===== config.mk =====
export PLATFORM = sky130hd
export DESIGN_NAME = code_entry
export DESIGN_NICKNAME = d
export VERILOG_FILES = /design/src/rtl/code_entry.sv
export SDC_FILE = /design/constraint.sdc
export NUM_CORES = 1
export LEC_CHECK = 0
export CORE_UTILIZATION = 43
export DETAILED_ROUTE_END_ITERATION = 16
export MAX_ROUTING_LAYER = met4
export SYNTH_ARGS = -nofsm -noshare
export SYNTH_HDL_FRONTEND = slang
export SYNTH_SLANG_ARGS = --single-unit

===== constraint.sdc =====
create_clock -name clk -period 2.3 [get_ports clk]
set_input_delay 0.46 -clock clk [delete_from_list [all_inputs] [get_ports clk]]
set_output_delay 0.46 -clock clk [all_outputs]
set_load 0.01 [all_outputs]

===== src/rtl/code_entry.sv =====
// Keypad entry front end for the six-digit lock: buffers up to six digits,
// handles clear/backspace/confirm and an idle timeout, and strobes the comparator.
module code_entry #(
    parameter int unsigned TIMEOUT_CYCLES = 500_000_000,
    localparam int TW = $clog2(TIMEOUT_CYCLES + 1)
) (
    input  logic       clk,
    input  logic       rst_n,
    input  logic       en,
    input  logic       key_valid,
    input  logic [3:0] key_code,
    output logic       s,
    output logic [3:0] a1,
    output logic [3:0] a2,
    output logic [3:0] a3,
    output logic [3:0] a4,
    output logic [3:0] a5,
    output logic [3:0] a6,
    output logic [2:0] digit_cnt,
    output logic       entry_err,
    output logic       timeout
);

    localparam logic [3:0] KEY_CLEAR   = 4'hA;
    localparam logic [3:0] KEY_BACK    = 4'hB;
    localparam logic [3:0] KEY_CONFIRM = 4'hC;
    localparam logic [TW-1:0] TIMER_LAST = TW'(TIMEOUT_CYCLES - 1);

    // FLUSH is folded into the CHECK exit edge, so keys are taken again
    // two cycles after confirm.
    typedef enum logic [1:0] {
        ENTRY = 2'd0,
        CHECK = 2'd1,
        FLUSH = 2'd2
    } state_t;

    state_t        state_reg;
    logic [3:0]    a_reg [0:5];
    logic [2:0]    cnt_reg;
    logic [TW-1:0] timer_reg;
    logic          s_reg;
    logic          entry_err_reg;
    logic          timeout_reg;

    logic key_accept;
    assign key_accept = key_valid && en && (key_code <= KEY_CONFIRM);

    always_ff @(posedge clk or negedge rst_n) begin
        if (!rst_n) begin
            state_reg     <= ENTRY;
            cnt_reg       <= 3'd0;
            timer_reg     <= '0;
            s_reg         <= 1'b0;
            entry_err_reg <= 1'b0;
            timeout_reg   <= 1'b0;
            for (int i = 0; i < 6; i++) a_reg[i] <= 4'd0;
        end else begin
            s_reg         <= 1'b0;
            entry_err_reg <= 1'b0;
            timeout_reg   <= 1'b0;
            case (state_reg)
                CHECK, FLUSH: begin
                    state_reg <= ENTRY;
                    cnt_reg   <= 3'd0;
                    timer_reg <= '0;
                    for (int i = 0; i < 6; i++) a_reg[i] <= 4'd0;
                end
                default: begin
                    if (key_accept) begin
                        timer_reg <= '0;
                        if (key_code <= 4'h9) begin
                            if (cnt_reg < 3'd6) begin
                                a_reg[cnt_reg] <= key_code;
                                cnt_reg        <= cnt_reg + 3'd1;
                            end
                        end else if (key_code == KEY_BACK) begin
                            if (cnt_reg != 3'd0) begin
                                a_reg[cnt_reg - 3'd1] <= 4'd0;
                                cnt_reg               <= cnt_reg - 3'd1;
                            end
                        end else if (key_code == KEY_CLEAR) begin
                            cnt_reg <= 3'd0;
                            for (int i = 0; i < 6; i++) a_reg[i] <= 4'd0;
                        end else begin
                            if (cnt_reg == 3'd6) begin
                                state_reg <= CHECK;
                                s_reg     <= 1'b1;
                            end else begin
                                entry_err_reg <= 1'b1;
                                cnt_reg       <= 3'd0;
                                for (int i = 0; i < 6; i++) a_reg[i] <= 4'd0;
                            end
                        end
                    end else if (cnt_reg == 3'd0) begin
                        timer_reg <= '0;
                    end else if (timer_reg == TIMER_LAST) begin
                        // Idle too long: drop the partial entry.
                        timer_reg   <= '0;
                        timeout_reg <= 1'b1;
                        cnt_reg     <= 3'd0;
                        for (int i = 0; i < 6; i++) a_reg[i] <= 4'd0;
                    end else begin
                        timer_reg <= timer_reg + 1'b1;
                    end
                end
            endcase
        end
    end

    assign s         = s_reg;
    assign a1        = a_reg[0];
    assign a2        = a_reg[1];
    assign a3        = a_reg[2];
    assign a4        = a_reg[3];
    assign a5        = a_reg[4];
    assign a6        = a_reg[5];
    assign digit_cnt = cnt_reg;
    assign entry_err = entry_err_reg;
    assign timeout   = timeout_reg;

endmodule


==> results.yml, run 1 <==
detailed_routing:
  vias: 2452
  drt-pass1-iter-count: 4
  drt-wirelength-per-cell_um: 15.5
  drt_wl_total_mm: 7.04
  drt-initial-drc-count: 167
  drc: 0
  vias_per_cell: 5.41
  final_antenna_net_count: 0
sta:
  rsz0062_at_grt: "false"
  tightest_slew_ps: 589
  slew_headroom_pct: 60.7
  fmax_mhz: 479
  layout_setup_ws_ps: 214
  min_period_over_period_pct: 90.7
  hold_viol: 0
  finalClockSkew_ps: 13.9
  period_minus_slack_ps: 2090
  slew_viol_final: 0
  setup_viol: 0
synthesis:
  avgSynthCellArea_um2: 10.4
  synth_area_leaders: "dfrtp_1 (49%), xor2_1 (6.6%), a32o_1 (5.3%)"
  synth_cell_types: 45
  synthesis.area_mm2: 0.00304
  yosysSeqAreaShare_pct: 49.4
  synth_top_cell_by_area: "dfrtp_1"
  synth_warnings: 0
  syn_nets: 304
  netlist_instances: 291
  ys.flop_type: "dfrtp_1"
  synth_edf_count: 0
  synth-seq-cells: 60
  async_flop_share_pct: 100
  synth_top_area_share_pct: 49.4
cells_and_area:
  antenna_cells: 0
  final_cell_mix: "dfrtp_1 (60), nor2_1 (39), clkdlybuf4s50_1 (36), buf_4 (24), xor2_1 (23)"
  final_util_pct: 57.1
  synthToLayoutAreaGrowth_pct: 27.8
  drive_above_1_share_pct: 16.5
  largest_reg_flops: 29
  final_common_cell: "dfrtp_1"
  nets: 365
place:
  dp_slack_ps: -71.3
  gp_congestion: 0.857
  dp_hpwl_mm: 4.99
  portBuffers: 37
setup_path:
  path_common_cell: "nand3_1"
  r2r-end: "a3[3]$_DFFE_PN0P_"
  critPathMaxFanout: 7
  path_class: "flop to flop"
  slowest_delay_ps: 540
  cp_data_arrival_time_ps: 2310
  regToRegStartpoint: "timer_reg[0]$_DFF_PN0_"
  reg2reg_slack_ps: 210
  cp-start-kind: "flop"
  r2r_cells: 6
  worstPathRequired_ps: 2530
  path_cells: "ha_1 > nand3_1 > or4_4 > o21ai_4 > nand3_1 > a22o_2"
  crit_path_start: "timer_reg[0]$_DFF_PN0_"
  crit_slowest_cell: "or4_4"
  end_kind: "flop"
floorplanning:
  start_util_pct: 44.7
  rows: 30
  die_area_mm2: 0.00740
  die_w_um: 86.0
  core_region_area_mm2: 0.00679
  io_pins: 38
  die_height_um: 86.0
power:
  power.density_mw_per_mm2: 990
  p_leak_nw: 1.69
  peakVddDrop_uv: 689
global_route:
  antenna_found_initial: 0
  overflow: 0
  grt_max_degree: 38
  grtUsageTotal_pct: 21.6
  grt_pass1_wl_mm: 11.9
  first_global_vias: 2469
clocking:
  path_clk_slew_ps: 70
  clk_latency_ps: 340
  cts_tree: "yes"
  cts_buffers: 9
  htreeDepth: 3
  cts_buffer_depth: 2
  cts.sinks: 60
  cts-root-buf: "clkbuf_8"
  ctsHoldBuffers: 0
  post_cts_buffers: 0
  ctsResizeCount: 0
status:
  status: "complete, no violations"
worst_hold_path:
  hp-class: "input port to asynchronous set/reset pin"
job:
  drv_cap: 0
## logic make-up (layout without fill, tap and decap cells)
family / after synthesis / count (layout) / synth area share (%)
xor+xnor: 29 / 29 / 8.36
fa+ha+maj: 5 / 5 / 2.06
compound gates: 57 / 57 / 14.7
simple gates: 120 / 120 / 21.9
flops: 60 / 60 / 49.4
buf+inv: 20 / 86 / 3.58
## metal layers
layer	GRT usage [%]	up-vias	part of all wire, %
met3	5.20	9	3.7
met4	7.58	0	1.4
li1	-	1180	-
met1	26.0	1215	45
met5	-	-	0
met2	35.3	48	50
## power breakdown
part           internal (mW)  total [mW]  switching, mW
logic                  0.678        1.43          0.755
clock network          0.615        1.05          0.439
registers               1.24        1.36          0.120
## cell usage after synthesis (3+ instances only)
cell type and instances:
xnor2_1 6, and3_1 6, a21oi_1 9, xor2_1 23, nor4b_1 3, nand4_1 12
and2_1 4, nor2_1 39, nor2b_1 4, a32o_1 16, inv_1 7, nand3_1 15
buf_2 6, a22o_1 6, nand3_2 5, ha_1 5, buf_6 3, nand2_1 16
o21ai_0 9, dfrtp_1 60, a31oi_1 5
## per-stage QoR
step	TNS [ps]	std cells	total power [mW]	hold slack (ps)	area, µm²
2_1_floorplan	0	291	2.18	164	3040
3_3_place_gp	-36.1	437	2.80	447	3660
3_5_place_dp	-369	437	2.81	454	3660
4_1_cts	0	453	3.88	131	3880
5_1_grt	0	453	4.07	155	3880
6_report	0	453	3.84	126	3880
## worst max path at each step
stage | to | slack [ps] | cells after the start
2_1_floorplan | a3[3]$_DFFE_PN0P_ | 210 | 8
3_3_place_gp | digit_cnt[0]$_DFFE_PN0P_ | -30 | 8
5_1_grt | digit_cnt[0]$_DFFE_PN0P_ | 10 | 9
3_5_place_dp | a5[1]$_DFFE_PN0P_ | -70 | 7
4_1_cts | digit_cnt[0]$_DFFE_PN0P_ | 230 | 9
6_report | a3[3]$_DFFE_PN0P_ | 210 | 6
## worst max-delay path, delay by kind of cell, from the launching register on
| family | cells | cell delay, ps |
|---|---|---|
| AND/OR/NAND/NOR | 3 | 870 |
| AO/OA/AOI/OAI | 2 | 510 |
| flip-flops | 1 | 370 |
| adder cells (fa/ha/maj) | 1 | 230 |
## cell type report
cell class / instances / area, µm²
tap: 96 / 120
clock inverter: 7 / 97.6
clock buffer: 9 / 124
inverter: 7 / 26.3
sequential: 60 / 1500
fill: 604 / 2910
multi-input combinational: 211 / 1430
timing repair buffer: 63 / 586
Power figures use the tool's default switching activity.
==> run 2, diff against run 1 <==
- CTS_CLUSTER_SIZE: not set -> 20
==> results of run 2 <==
No change in the layout: final DEF, timing and power equal those of run 1.
==> run 3, diff against run 2 <==
- CORE_UTILIZATION: 43 -> 45
- MAX_ROUTING_LAYER: met4 -> not set
- PLACE_DENSITY: not set -> 0.67
==> run 3 against run 2 <==
Against the previous run: the flow now finishes with violations (design-rule violations); final area down 1.2%; combinational power about the same; critical endpoint is now timer_reg[2]$_DFF_PN0_; sequential share of layout area grew 0.45 points; largest power group unchanged; critical path depth stayed put.
==> results.yml, run 3 (synthesized netlist as in run 1, its figures left out) <==
sta:
  fmax_mhz: 476
  min_period_over_period_pct: 91.3
  finalClockSkew_ps: 13.2
  period_minus_slack_ps: 2100
  tightest_slew_ps: 387
  slew_headroom_pct: 74.0
  layout_setup_ws_ps: 200
  rsz0062_at_grt: "false"
  hold_viol: 0
  setup_viol: 0
  slew_viol_final: 0
  holdWs_ps: 124
  tns_ps: 0
setup_path:
  cp.depth: 6
  cp-start-kind: "flop"
  slowest_delay_ps: 600
  end_kind: "flop"
  crit_slowest_cell: "or4_4"
  crit_family: "simple AND/OR/NAND/NOR gates"
  reg2reg_slack_ps: 200
  cp_data_arrival_time_ps: 2320
  regToRegStartpoint: "timer_reg[20]$_DFF_PN0_"
  crit_buf_inv: 1
  crit_path_start: "timer_reg[20]$_DFF_PN0_"
  r2r_cells: 6
  path_cells: "nor4b_1 > nand4_1 > or4_4 > nand3_2 > buf_12 > nor2_1"
  critPathMaxFanout: 29
  r2r-end: "timer_reg[2]$_DFF_PN0_"
  endpoint: "timer_reg[2]$_DFF_PN0_"
  worstPathRequired_ps: 2520
  path_class: "flop to flop"
floorplanning:
  die_height_um: 84.1
  rows: 29
  io_pins: 38
  core_region_area_mm2: 0.00642
  die_w_um: 84.1
  die_area_mm2: 0.00708
  start_util_pct: 47.3
status:
  status: "finished, violations left"
  failed_checks: "design-rule violations"
global_route:
  grt_pass1_wl_mm: 11.8
  grtUsageTotal_pct: 21.5
  antenna_found_initial: 0
  grt_max_degree: 61
  first_global_vias: 2394
  overflow: 0
job:
  drv_cap: 0
detailed_routing:
  drc: 2
  drt_wl_total_mm: 6.88
  vias: 2431
  drt-pass1-iter-count: 10
  drt-initial-drc-count: 114
  drt-wirelength-per-cell_um: 15.9
  final_antenna_net_count: 0
  vias_per_cell: 5.60
cells_and_area:
  nets: 365
  final_common_cell: "dfrtp_1"
  final_cell_mix: "dfrtp_1 (60), nor2_1 (39), clkdlybuf4s50_1 (36), buf_4 (24), xor2_1 (23)"
  largest_reg_flops: 29
  synthToLayoutAreaGrowth_pct: 26.3
  instances_no_fill: 434
  antenna_cells: 0
  drive_above_1_share_pct: 16.5
  final_util_pct: 59.7
clocking:
  path_clk_slew_ps: 80
  htreeDepth: 3
  cts_buffers: 9
  post_cts_buffers: 0
  cts_tree: "yes"
  cts.sinks: 60
  cts-root-buf: "clkbuf_8"
  ctsHoldBuffers: 0
  ctsResizeCount: 0
  cts_buffer_depth: 2
  clk_latency_ps: 340
power:
  power.density_mw_per_mm2: 973
  peakVddDrop_uv: 556
  p_leak_nw: 1.68
place:
  gp_congestion: 0.891
  dp_hpwl_mm: 4.77
  portBuffers: 37
  place_inst: 418
  dp_slack_ps: -110
worst_hold_path:
  hp-class: "input port to asynchronous set/reset pin"
## run 3: where the power goes
group,switching [mW],internal [mW],total (mW),leakage (nW)
clock network,0.439,0.505,0.944,0.0958
logic,0.749,0.682,1.43,0.758
registers,0.122,1.24,1.36,0.823
## run 3: routing by layer
| metal | GRT usage, % | wire [µm] | vias to the layer above | share of wire [%] |
|---|---|---|---|---|
| met5 | 0 | 0 | - | 0 |
| met2 | 34.8 | 3300 | 49 | 48 |
| met4 | 7.68 | 88 | 0 | 1.3 |
| met1 | 27.8 | 3150 | 1193 | 46 |
| met3 | 6.29 | 340 | 8 | 4.9 |
| li1 | - | - | 1181 | - |
## run 3: layout make-up
cell class / count / area [µm²]
multi-input cells: 211 / 1430
fillers: 544 / 2590
repair buffers: 63 / 586
inverters: 7 / 26.3
clock inverters: 7 / 76.3
well taps: 77 / 96.3
flip-flops and latches: 60 / 1500
clock buffers: 9 / 124
## run 3: per-stage QoR
step	instance area (µm²)	power [mW]
5_1_grt	3840	3.95
6_report	3840	3.73
2_1_floorplan	3040	2.18
3_3_place_gp	3640	2.79
3_5_place_dp	3640	2.81
4_1_cts	3840	3.76
## run 3: worst min-delay path by stage
stage / start / endpoint / depth (start not counted)
final: rst_n / a6[2]$_DFFE_PN0P_ / 2
after global routing: rst_n / a3[1]$_DFFE_PN0P_ / 2
after CTS: rst_n / a5[2]$_DFFE_PN0P_ / 2
after detailed placement: timer_reg[0]$_DFF_PN0_ / timer_reg[0]$_DFF_PN0_ / 1
after global placement: timer_reg[0]$_DFF_PN0_ / timer_reg[0]$_DFF_PN0_ / 1
after floorplan: rst_n / a1[0]$_DFFE_PN0P_ / 0
